==> src/rtl/seven_seg_pkg.sv <==
`default_nettype none
// +-----------------------------------------------------------------+
// | seven_seg_pkg : segment patterns, scanner states, index type    |
// | rev 1.0                                                         |
// +-----------------------------------------------------------------+
package seven_seg_pkg;

    // Active-high patterns ordered {g,f,e,d,c,b,a}
    localparam logic [6:0] SEG_0     = 7'h3F;
    localparam logic [6:0] SEG_1     = 7'h06;
    localparam logic [6:0] SEG_2     = 7'h5B;
    localparam logic [6:0] SEG_3     = 7'h4F;
    localparam logic [6:0] SEG_4     = 7'h66;
    localparam logic [6:0] SEG_5     = 7'h6D;
    localparam logic [6:0] SEG_6     = 7'h7D;
    localparam logic [6:0] SEG_7     = 7'h07;
    localparam logic [6:0] SEG_8     = 7'h7F;
    localparam logic [6:0] SEG_9     = 7'h6F;
    localparam logic [6:0] SEG_BLANK = 7'h00;

    typedef logic [1:0] state_t;
    localparam state_t ST_OFF   = 2'd0;
    localparam state_t ST_BLANK = 2'd1;
    localparam state_t ST_SHOW  = 2'd2;

    typedef logic [1:0] digit_idx_t;

endpackage
`default_nettype wire

==> src/rtl/bcd_to_7seg.sv <==
`default_nettype none
// +-----------------------------------------------------------------+
// | bcd_to_7seg : BCD code to active-high segment pattern           |
// | rev 1.0                                                         |
// +-----------------------------------------------------------------+
module bcd_to_7seg
    import seven_seg_pkg::*;
(
    input  logic [3:0] code,
    input  logic       blank,
    output logic [6:0] pattern
);

    always_comb begin
        pattern = SEG_BLANK;
        if (!blank) begin
            case (code)
                4'd0:    pattern = SEG_0;
                4'd1:    pattern = SEG_1;
                4'd2:    pattern = SEG_2;
                4'd3:    pattern = SEG_3;
                4'd4:    pattern = SEG_4;
                4'd5:    pattern = SEG_5;
                4'd6:    pattern = SEG_6;
                4'd7:    pattern = SEG_7;
                4'd8:    pattern = SEG_8;
                4'd9:    pattern = SEG_9;
                default: pattern = SEG_BLANK;
            endcase
        end
    end

endmodule
`default_nettype wire

==> src/rtl/bcd_display_scanner.sv <==
`default_nettype none
// +-----------------------------------------------------------------+
// | bcd_display_scanner : 4-digit multiplexed 7-seg display driver  |
// | rev 1.0                                                         |
// +-----------------------------------------------------------------+
module bcd_display_scanner
    import seven_seg_pkg::*;
#(
    parameter int PRESCALE_DIV   = 50000,
    parameter bit SEG_ACTIVE_LOW = 1'b1,
    parameter bit AN_ACTIVE_LOW  = 1'b1,
    parameter bit BLANK_LEADING  = 1'b1
) (
    input  logic       clk,
    input  logic       rst_n,
    input  logic       load,
    input  logic [3:0] bcd_thousands,
    input  logic [3:0] bcd_hundreds,
    input  logic [3:0] bcd_tens,
    input  logic [3:0] bcd_units,
    input  logic [3:0] dp_in,
    input  logic       enable,
    output logic [6:0] seg,
    output logic       dp,
    output logic [3:0] an,
    output logic       frame_start
);

    localparam int               CNT_W    = (PRESCALE_DIV > 2) ? $clog2(PRESCALE_DIV) : 1;
    localparam logic [CNT_W-1:0] CNT_LAST = CNT_W'(PRESCALE_DIV - 1);
    localparam logic [6:0]       SEG_OFF  = {7{SEG_ACTIVE_LOW}};
    localparam logic             DP_OFF   = SEG_ACTIVE_LOW;
    localparam logic [3:0]       AN_OFF   = {4{AN_ACTIVE_LOW}};

    state_t           state, state_nx;
    digit_idx_t       idx, idx_nx;
    logic [CNT_W-1:0] cnt, cnt_nx;

    logic [15:0] shadow_digits, disp_digits, view_digits;
    logic [3:0]  shadow_dp, disp_dp, view_dp;
    logic        pending;
    logic        transfer;

    logic [3:0]  cur_code;
    logic        cur_dp;
    logic        lead_zero;
    logic [6:0]  pattern;
    logic        show;
    logic [3:0]  an_act;
    logic [6:0]  seg_act;
    logic        dp_act;
    logic        fs_nx;

    always_comb begin
        state_nx = state;
        idx_nx   = idx;
        cnt_nx   = cnt;
        if (!enable) begin
            state_nx = ST_OFF;
            idx_nx   = 2'd0;
            cnt_nx   = '0;
        end else begin
            case (state)
                ST_OFF: begin
                    state_nx = ST_BLANK;
                    idx_nx   = 2'd0;
                    cnt_nx   = '0;
                end
                ST_BLANK: begin
                    state_nx = ST_SHOW;
                    cnt_nx   = CNT_W'(1);
                end
                ST_SHOW: begin
                    if (cnt == CNT_LAST) begin
                        state_nx = ST_BLANK;
                        cnt_nx   = '0;
                        idx_nx   = idx + 2'd1;
                    end else begin
                        cnt_nx   = cnt + CNT_W'(1);
                    end
                end
                default: begin
                    state_nx = ST_OFF;
                    idx_nx   = 2'd0;
                    cnt_nx   = '0;
                end
            endcase
        end
    end

    // The slot-0 BLANK cycle is the only place a frame may pick up new data;
    // the SHOW registers loaded at its closing edge must already see it.
    assign transfer    = (state == ST_BLANK) && (idx == 2'd0) && pending;
    assign view_digits = transfer ? shadow_digits : disp_digits;
    assign view_dp     = transfer ? shadow_dp     : disp_dp;

    always_comb begin
        cur_code  = view_digits[3:0];
        cur_dp    = view_dp[0];
        lead_zero = 1'b0;
        case (idx_nx)
            2'd0: begin
                cur_code  = view_digits[3:0];
                cur_dp    = view_dp[0];
                lead_zero = 1'b0;
            end
            2'd1: begin
                cur_code  = view_digits[7:4];
                cur_dp    = view_dp[1];
                lead_zero = (view_digits[15:4] == 12'h000);
            end
            2'd2: begin
                cur_code  = view_digits[11:8];
                cur_dp    = view_dp[2];
                lead_zero = (view_digits[15:8] == 8'h00);
            end
            default: begin
                cur_code  = view_digits[15:12];
                cur_dp    = view_dp[3];
                lead_zero = (view_digits[15:12] == 4'h0);
            end
        endcase
    end

    bcd_to_7seg u_decode (
        .code    (cur_code),
        .blank   (BLANK_LEADING && lead_zero),
        .pattern (pattern)
    );

    assign show    = (state_nx == ST_SHOW);
    assign an_act  = show ? (4'b0001 << idx_nx) : 4'b0000;
    assign seg_act = show ? pattern : SEG_BLANK;
    assign dp_act  = show && cur_dp;
    assign fs_nx   = (state_nx == ST_BLANK) && (idx_nx == 2'd0);

    always_ff @(posedge clk or negedge rst_n) begin
        if (!rst_n) begin
            state         <= ST_OFF;
            idx           <= 2'd0;
            cnt           <= '0;
            shadow_digits <= '0;
            shadow_dp     <= '0;
            disp_digits   <= '0;
            disp_dp       <= '0;
            pending       <= 1'b0;
            an            <= AN_OFF;
            seg           <= SEG_OFF;
            dp            <= DP_OFF;
            frame_start   <= 1'b0;
        end else begin
            state <= state_nx;
            idx   <= idx_nx;
            cnt   <= cnt_nx;
            if (transfer) begin
                disp_digits <= shadow_digits;
                disp_dp     <= shadow_dp;
                pending     <= 1'b0;
            end
            // A load in the transfer cycle overrides the clear of pending
            if (load) begin
                shadow_digits <= {bcd_thousands, bcd_hundreds, bcd_tens, bcd_units};
                shadow_dp     <= dp_in;
                pending       <= 1'b1;
            end
            an          <= an_act  ^ AN_OFF;
            seg         <= seg_act ^ SEG_OFF;
            dp          <= dp_act  ^ DP_OFF;
            frame_start <= fs_nx;
        end
    end

endmodule
`default_nettype wire
==> config.mk <==
export PLATFORM = sky130hd
export DESIGN_NAME = bcd_display_scanner
export DESIGN_NICKNAME = d
export VERILOG_FILES = /design/src/rtl/seven_seg_pkg.sv /design/src/rtl/bcd_to_7seg.sv /design/src/rtl/bcd_display_scanner.sv
export SDC_FILE = /design/constraint.sdc
export NUM_CORES = 1
export LEC_CHECK = 0
export CAP_MARGIN = 20
export CELL_PAD_IN_SITES_DETAIL_PLACEMENT = 0
export CELL_PAD_IN_SITES_GLOBAL_PLACEMENT = 1
export CORE_AREA = 2 2 88 99
export CTS_BUF_LIST = sky130_fd_sc_hd__clkbuf_8
export DETAILED_ROUTE_END_ITERATION = 6
export DIE_AREA = 0 0 90 101
export HOLD_SLACK_MARGIN = 0.1
export PLACE_DENSITY_LB_ADDON = 0.1
export SYNTH_ARGS = -nofsm -noshare
export SYNTH_HDL_FRONTEND = slang
export SYNTH_SLANG_ARGS = --single-unit
export TNS_END_PERCENT = 20
==> constraint.sdc <==
create_clock -name clk -period 3.7 [get_ports clk]
set_input_delay 0.74 -clock clk [delete_from_list [all_inputs] [get_ports clk]]
set_output_delay 0.74 -clock clk [all_outputs]
set_load 0.005 [all_outputs]
==> flow_metrics.tcl, run 1 <==
set metrics [dict create \
    gp_congestion 0.8997 \
    clock_latency_ns 0.34 \
    grtUsageTotal_pct 18.25 \
    diodes 0 \
    synth_edf_count 0 \
    synth_top_family_by_area "simple AND/OR/NAND/NOR gates" \
    via_per_inst 5.250 \
    cts_buffers 9 \
    reg2reg_depth 12 \
    skew_ns 0.008385 \
    status "finished clean" \
    dr.first_iter.drc_count 83 \
    cts_sinks 74 \
    dr.pass1.iters 4 \
    start_util_pct 45.70 \
    die_h_microns 101 \
    clk_path_buf_depth 2 \
    grt_pass1_vias 2650 \
    holdPathStages 1 \
    ys_ff_latch 74 \
    critPathMaxFanout 9 \
    rows 35 \
    syn_area_sq_um 3722 \
    synth.avg_cell_area_sq_um 11.49 \
    die_width_microns 90 \
    drc 0 \
    fin_ws_ns 0.4521 \
    cts-resized-gates 0 \
    wirelength_mm 7.502 \
    cts_root_buf "clkbuf_8" \
    wl_per_cell_microns 15.50 \
    synthSimpleGateAreaFrac_pct 16.54 \
    netlist.area_leader.share_pct 41.68 \
    yosys_warnings 0 \
    hold_path_class "reg2reg" \
    crit_required_ns 3.97 \
    synth_top_flop_cell "dfrtp_1" \
    synth_commonest_cells "dfrtp_1, mux2_2, nor2_1" \
    slowest_delay_ns 0.52 \
    dr_total_vias 2541 \
    slowest_stage "dfrtp_1" \
    start_kind "flop" \
    yosysUniqueCellTypes 60 \
    cts.htree.levels 3 \
    drive_above_1_share_pct 23.06 \
    yosysSeqAreaShare_pct 50.15 \
    path_class "reg2reg" \
    core_sq_um 8145 \
    setup_viol 0 \
    cts_setup_buffers 0 \
    cts_tree "yes" \
    synth_area_leaders "dfrtp_1, mux2_2, dfstp_2" \
    dp_hpwl_mm 5.418 \
    final_hold_viol_count 0 \
    tightest_slew_ns 0.9287 \
    vdd.ir_drop.worst_uv 222.3 \
    max_freq_mhz 307.9 \
    synthAdderAreaFrac_pct 3.697 \
    synthMuxAreaShare_pct 13.68 \
    path_cells "inv_1, ha_1, and2_1, nand2_1, o22ai_1, and3_1, a22o_1, inv_1, ha_1, nor2_1, a21o_1, a21oi_1" \
    setup_tns_ns 0 \
    nets 403 \
    postSynth.asyncResetShare_pct 100.0 \
    area_delta_synth_final_pct 18.86 \
    dp_worst_setup_slack_ns 0.2899 \
    grt_overflow_total 0 \
    dieArea_sq_um 9090 \
    syn_inst 324 \
    slew_headroom_pct 38.09 \
    pin_count 37 \
    drv_cap 0 \
    clk_pin_slew_ns 0.08 \
    power.leakage_uw 0.001817 \
    grt_pass1_wl_mm 13.08 \
    ant_nets 0 \
    worstSetupEndpointType "flop" \
    slew_violations 0 \
    syn_nets 359 \
    synth_most_common_cell "dfrtp_1" \
    synth_top_cell_by_area "dfrtp_1" \
    rsz0062_at_grt "false" \
    yosys.area_share.xor_xnor_pct 3.294 \
    crit_arrival_ns 3.51 \
    final.min_clock_period_ns 3.248 \
    cts-hold-fix-buffers 0 \
    port_buffers 36 \
    grt_max_degree 75 \
    synth_compound_area_share_pct 9.815 \
    power_density_nw_per_um2 490.7 \
    period_share_pct 87.78 \
    antenna_found_initial 0 \
]
-- cell type report --
class / instances / area (sq um)
clock inverters: 7 / 68.82
flip-flops and latches: 74 / 1867
repair buffers: 42 / 415.4
multi-input cells: 225 / 1750
inverters: 16 / 60.06
fillers: 747 / 3721
well taps: 111 / 138.9
clock buffers: 9 / 123.9
-- registers in the layout, indices dropped and copies added (netlist names) --
signal and count:
cnt 16, disp_dp 4, state 2, frame_start 1, an 4, shadow_digits 16
seg 7, pending 1, idx 2, shadow_dp 4, disp_digits 16, dp 1
-- layer usage --
layer  global-route usage, %  vias up  wire [microns]
met5                       0        -               0
met4                   8.994        0             143
met3                   3.964       12             222
met2                   29.09       41            3547
met1                   23.79     1235            3589
li1                        -     1253               -
-- worst paths after layout --
check	start	end	slack [ns]
max in group asynchronous	rst_n	disp_digits[9]$_DFF_PN0_	2.57
min in group asynchronous	rst_n	shadow_digits[2]$_DFFE_PN0P_	0.54
min	pending$_DFFE_PN0P_	pending$_DFFE_PN0P_	0.49
max reg2reg	idx[0]$_DFF_PN0_	seg[5]$_DFF_PN1_	0.45
max	idx[0]$_DFF_PN0_	seg[5]$_DFF_PN1_	0.45
min reg2reg	pending$_DFFE_PN0P_	pending$_DFFE_PN0P_	0.49
-- power breakdown --
group | leakage (uW) | switching, uW | internal (uW)
Sequential | 0.000895 | 40.3 | 940
Combinational | 0.000826 | 305 | 277
Clock | 0.0000954 | 299 | 310
-- per-stage QoR --
stage / std cells / hold slack (ns) / utilization, % / total power, uW / cell area (sq um)
after global placement: 468 / 0.4612 / 51.95 / 1574 / 4232
after CTS: 484 / 0.4892 / 54.32 / 2202 / 4424
after detailed placement: 468 / 0.4713 / 51.95 / 1581 / 4232
after floorplan: 324 / 0.4444 / - / 1390 / 3722
final: 484 / 0.4854 / 54.32 / 2171 / 4424
after global routing: 484 / 0.5257 / 54.32 / 2316 / 4424
-- critical path, delay by kind of cell, from the launching register on --
| family | cells | cell delay [ns] |
|---|---|---|
| and+or+nand+nor | 4 | 0.99 |
| buffers and inverters | 2 | 0.29 |
| AOI/OAI and AO/OA | 4 | 0.80 |
| adders and majority gates | 2 | 0.57 |
| DFF | 1 | 0.52 |
-- layout by cell type (no fill, tap or decap), types with 8 or more instances in the layout --
master           netlist  routed
xor2_1                 9       9
nand2_1               22      22
clkbuf_8               0       9
nand3_1               15      15
nor3_1                 9       9
dfrtp_1               62      62
a21oi_1                9       9
dfstp_2               12      12
nor2_1                26      26
ha_1                  11      11
mux2_2                35      35
clkdlybuf4s50_1        0      35
o21ai_0                8       8
mux2i_1               10      10
inv_1                 14      14
-- cells by family after synthesis --
group | Yosys count
AOI/OAI and AO/OA | 46
buffers and inverters | 25
xor gates and xnor gates | 14
muxes | 46
adders and majority gates | 11
DFF | 74
and+or+nand+nor | 108
No activity file was read; power rests on OpenSTA's default activity.
==> run 2: changes to the inputs <==
--- a/config.mk
+++ b/config.mk
@@ -12,6 +12,7 @@
 export CTS_BUF_LIST = sky130_fd_sc_hd__clkbuf_8
 export DETAILED_ROUTE_END_ITERATION = 6
 export DIE_AREA = 0 0 90 101
+export GPL_TIMING_DRIVEN = 0
 export HOLD_SLACK_MARGIN = 0.1
 export PLACE_DENSITY_LB_ADDON = 0.1
 export SYNTH_ARGS = -nofsm -noshare
==> flow_metrics.tcl, run 2 (synthesis gave the netlist of run 1 again) <==
set metrics [dict create \
    path_class "reg2reg" \
    dp_hpwl_mm 5.466 \
    vdd.ir_drop.worst_uv 237.0 \
    die_h_microns 101 \
    antenna_found_initial 0 \
    cts_buffers 9 \
    grt_pass1_vias 2568 \
    power_density_nw_per_um2 494.8 \
    drc 0 \
    start_util_pct 45.70 \
    dr.pass1.iters 4 \
    diodes 0 \
    dr.first_iter.drc_count 108 \
    dr_total_vias 2559 \
    grtUsageTotal_pct 18.15 \
    final_cell_mix "dfrtp_1, mux2_2, clkdlybuf4s50_1, nor2_1, nand2_1" \
    cts.htree.levels 3 \
    final_hold_viol_count 0 \
    slew_headroom_pct 54.61 \
    max_freq_mhz 297.8 \
    clk_pin_slew_ns 0.09 \
    clk_path_buf_depth 2 \
    cts-hold-fix-buffers 0 \
    grt_pass1_wl_mm 12.96 \
    setup_tns_ns 0 \
    pin_count 37 \
    power.leakage_uw 0.001823 \
    area_delta_synth_final_pct 20.37 \
    cts_setup_buffers 0 \
    hold_path_class "in2async" \
    drv_cap 0 \
    worstSetupEndpointType "flop" \
    wirelength_mm 7.473 \
    port_buffers 36 \
    dieArea_sq_um 9090 \
    cts_root_buf "clkbuf_8" \
    status "finished clean" \
    rsz0062_at_grt "false" \
    crit_arrival_ns 3.64 \
    drive_above_1_share_pct 23.40 \
    nets 406 \
    slew_violations 0 \
    period_share_pct 90.74 \
    critPathMaxFanout 6 \
    tightest_slew_ns 0.6746 \
    start_kind "flop" \
    grt_overflow_total 0 \
    via_per_inst 5.255 \
    reg.largest.list "cnt x16, disp_digits x16, shadow_digits x16" \
    die_width_microns 90 \
    wl_per_cell_microns 15.34 \
    core_sq_um 8145 \
    final_common_cell "dfrtp_1" \
    placed_area_sq_um 4247 \
    setup_viol 0 \
    clock_latency_ns 0.35 \
    cts_sinks 74 \
    rows 35 \
    crit_required_ns 3.98 \
    gp_congestion 0.8006 \
    final.min_clock_period_ns 3.357 \
    skew_ns 0.01293 \
    ant_nets 0 \
    fin_hold_ws_ns 0.2890 \
    grt_max_degree 52 \
    cts_tree "yes" \
    final_cell_area_sq_um 4481 \
]
run 2: cell types whose count changed in the layout (fill, tap and decap cells not counted), moves of 3 or more:
cell,before,now
clkinv_2,3,0
clkbuf_1,0,4
buf_4,6,1
buf_2,0,3
run 2: path summary, 6_finish.rpt:
check	cells past startpoint	slack (ns)	from	endpoint
min in group clk	1	0.49	pending$_DFFE_PN0P_	pending$_DFFE_PN0P_
worst min register to register	1	0.49	pending$_DFFE_PN0P_	pending$_DFFE_PN0P_
worst max-delay path	9	0.34	cnt[11]$_DFF_PN0_	seg[3]$_DFF_PN1_
max in group asynchronous	2	2.80	rst_n	an[3]$_DFF_PN1_
worst min-delay path	1	0.29	rst_n	cnt[2]$_DFF_PN0_
worst max register to register	9	0.34	cnt[11]$_DFF_PN0_	seg[3]$_DFF_PN1_
run 2: layout make-up:
type,count,area (sq um)
plain buffers,8,41.29
clock buffers,10,137.6
clock inverters,6,73.82
fillers,742,3665
inverters,16,60.06
multi-input cells,225,1775
flip-flops and latches,74,1868
well taps,111,138.9
repair buffers,37,385.4
run 2: through the flow:
stage                     cells  total power (uW)  util (%)  worst slack, ns
after floorplan             324              1390         -           0.7402
after global placement      471              1549     51.83          -0.6570
after detailed placement    472              1565     52.14          0.06849
after CTS                   488              2240     54.73          0.04448
after global routing        487              2357     55.01          0.04903
final                       487              2217     55.01           0.3425
run 2: layer usage:
metal / routed length, microns / GRT usage [%]
met3: 273 / 3.815
met4: 116 / 7.101
met1: 3462 / 23.90
met2: 3619 / 29.67
met5: 0 / 0
run 2: worst max-delay path, stage by stage (launching register included):
cell	delay, ns
dfrtp_1	0.45
or4b_4	0.58
nor4_4	0.53
mux2i_1	0.33
a21boi_1	0.19
o41ai_4	0.56
inv_2	0.11
ha_1	0.32
mux2i_1	0.07
a21oi_1	0.17
run 2: power by group:
part           switching, uW  internal (uW)  total (uW)  leakage (uW)
clock                    326            338         664      0.000101
sequential              42.8            940         982      0.000894
combinational            297            273         570      0.000828
total                    666           1550        2220       0.00182
run 2: what timing repair did:
action                                 CTS  global route
setup endpoints to repair                0             6
gates resized for setup                  0             4
endpoints found under the hold margin    0             0
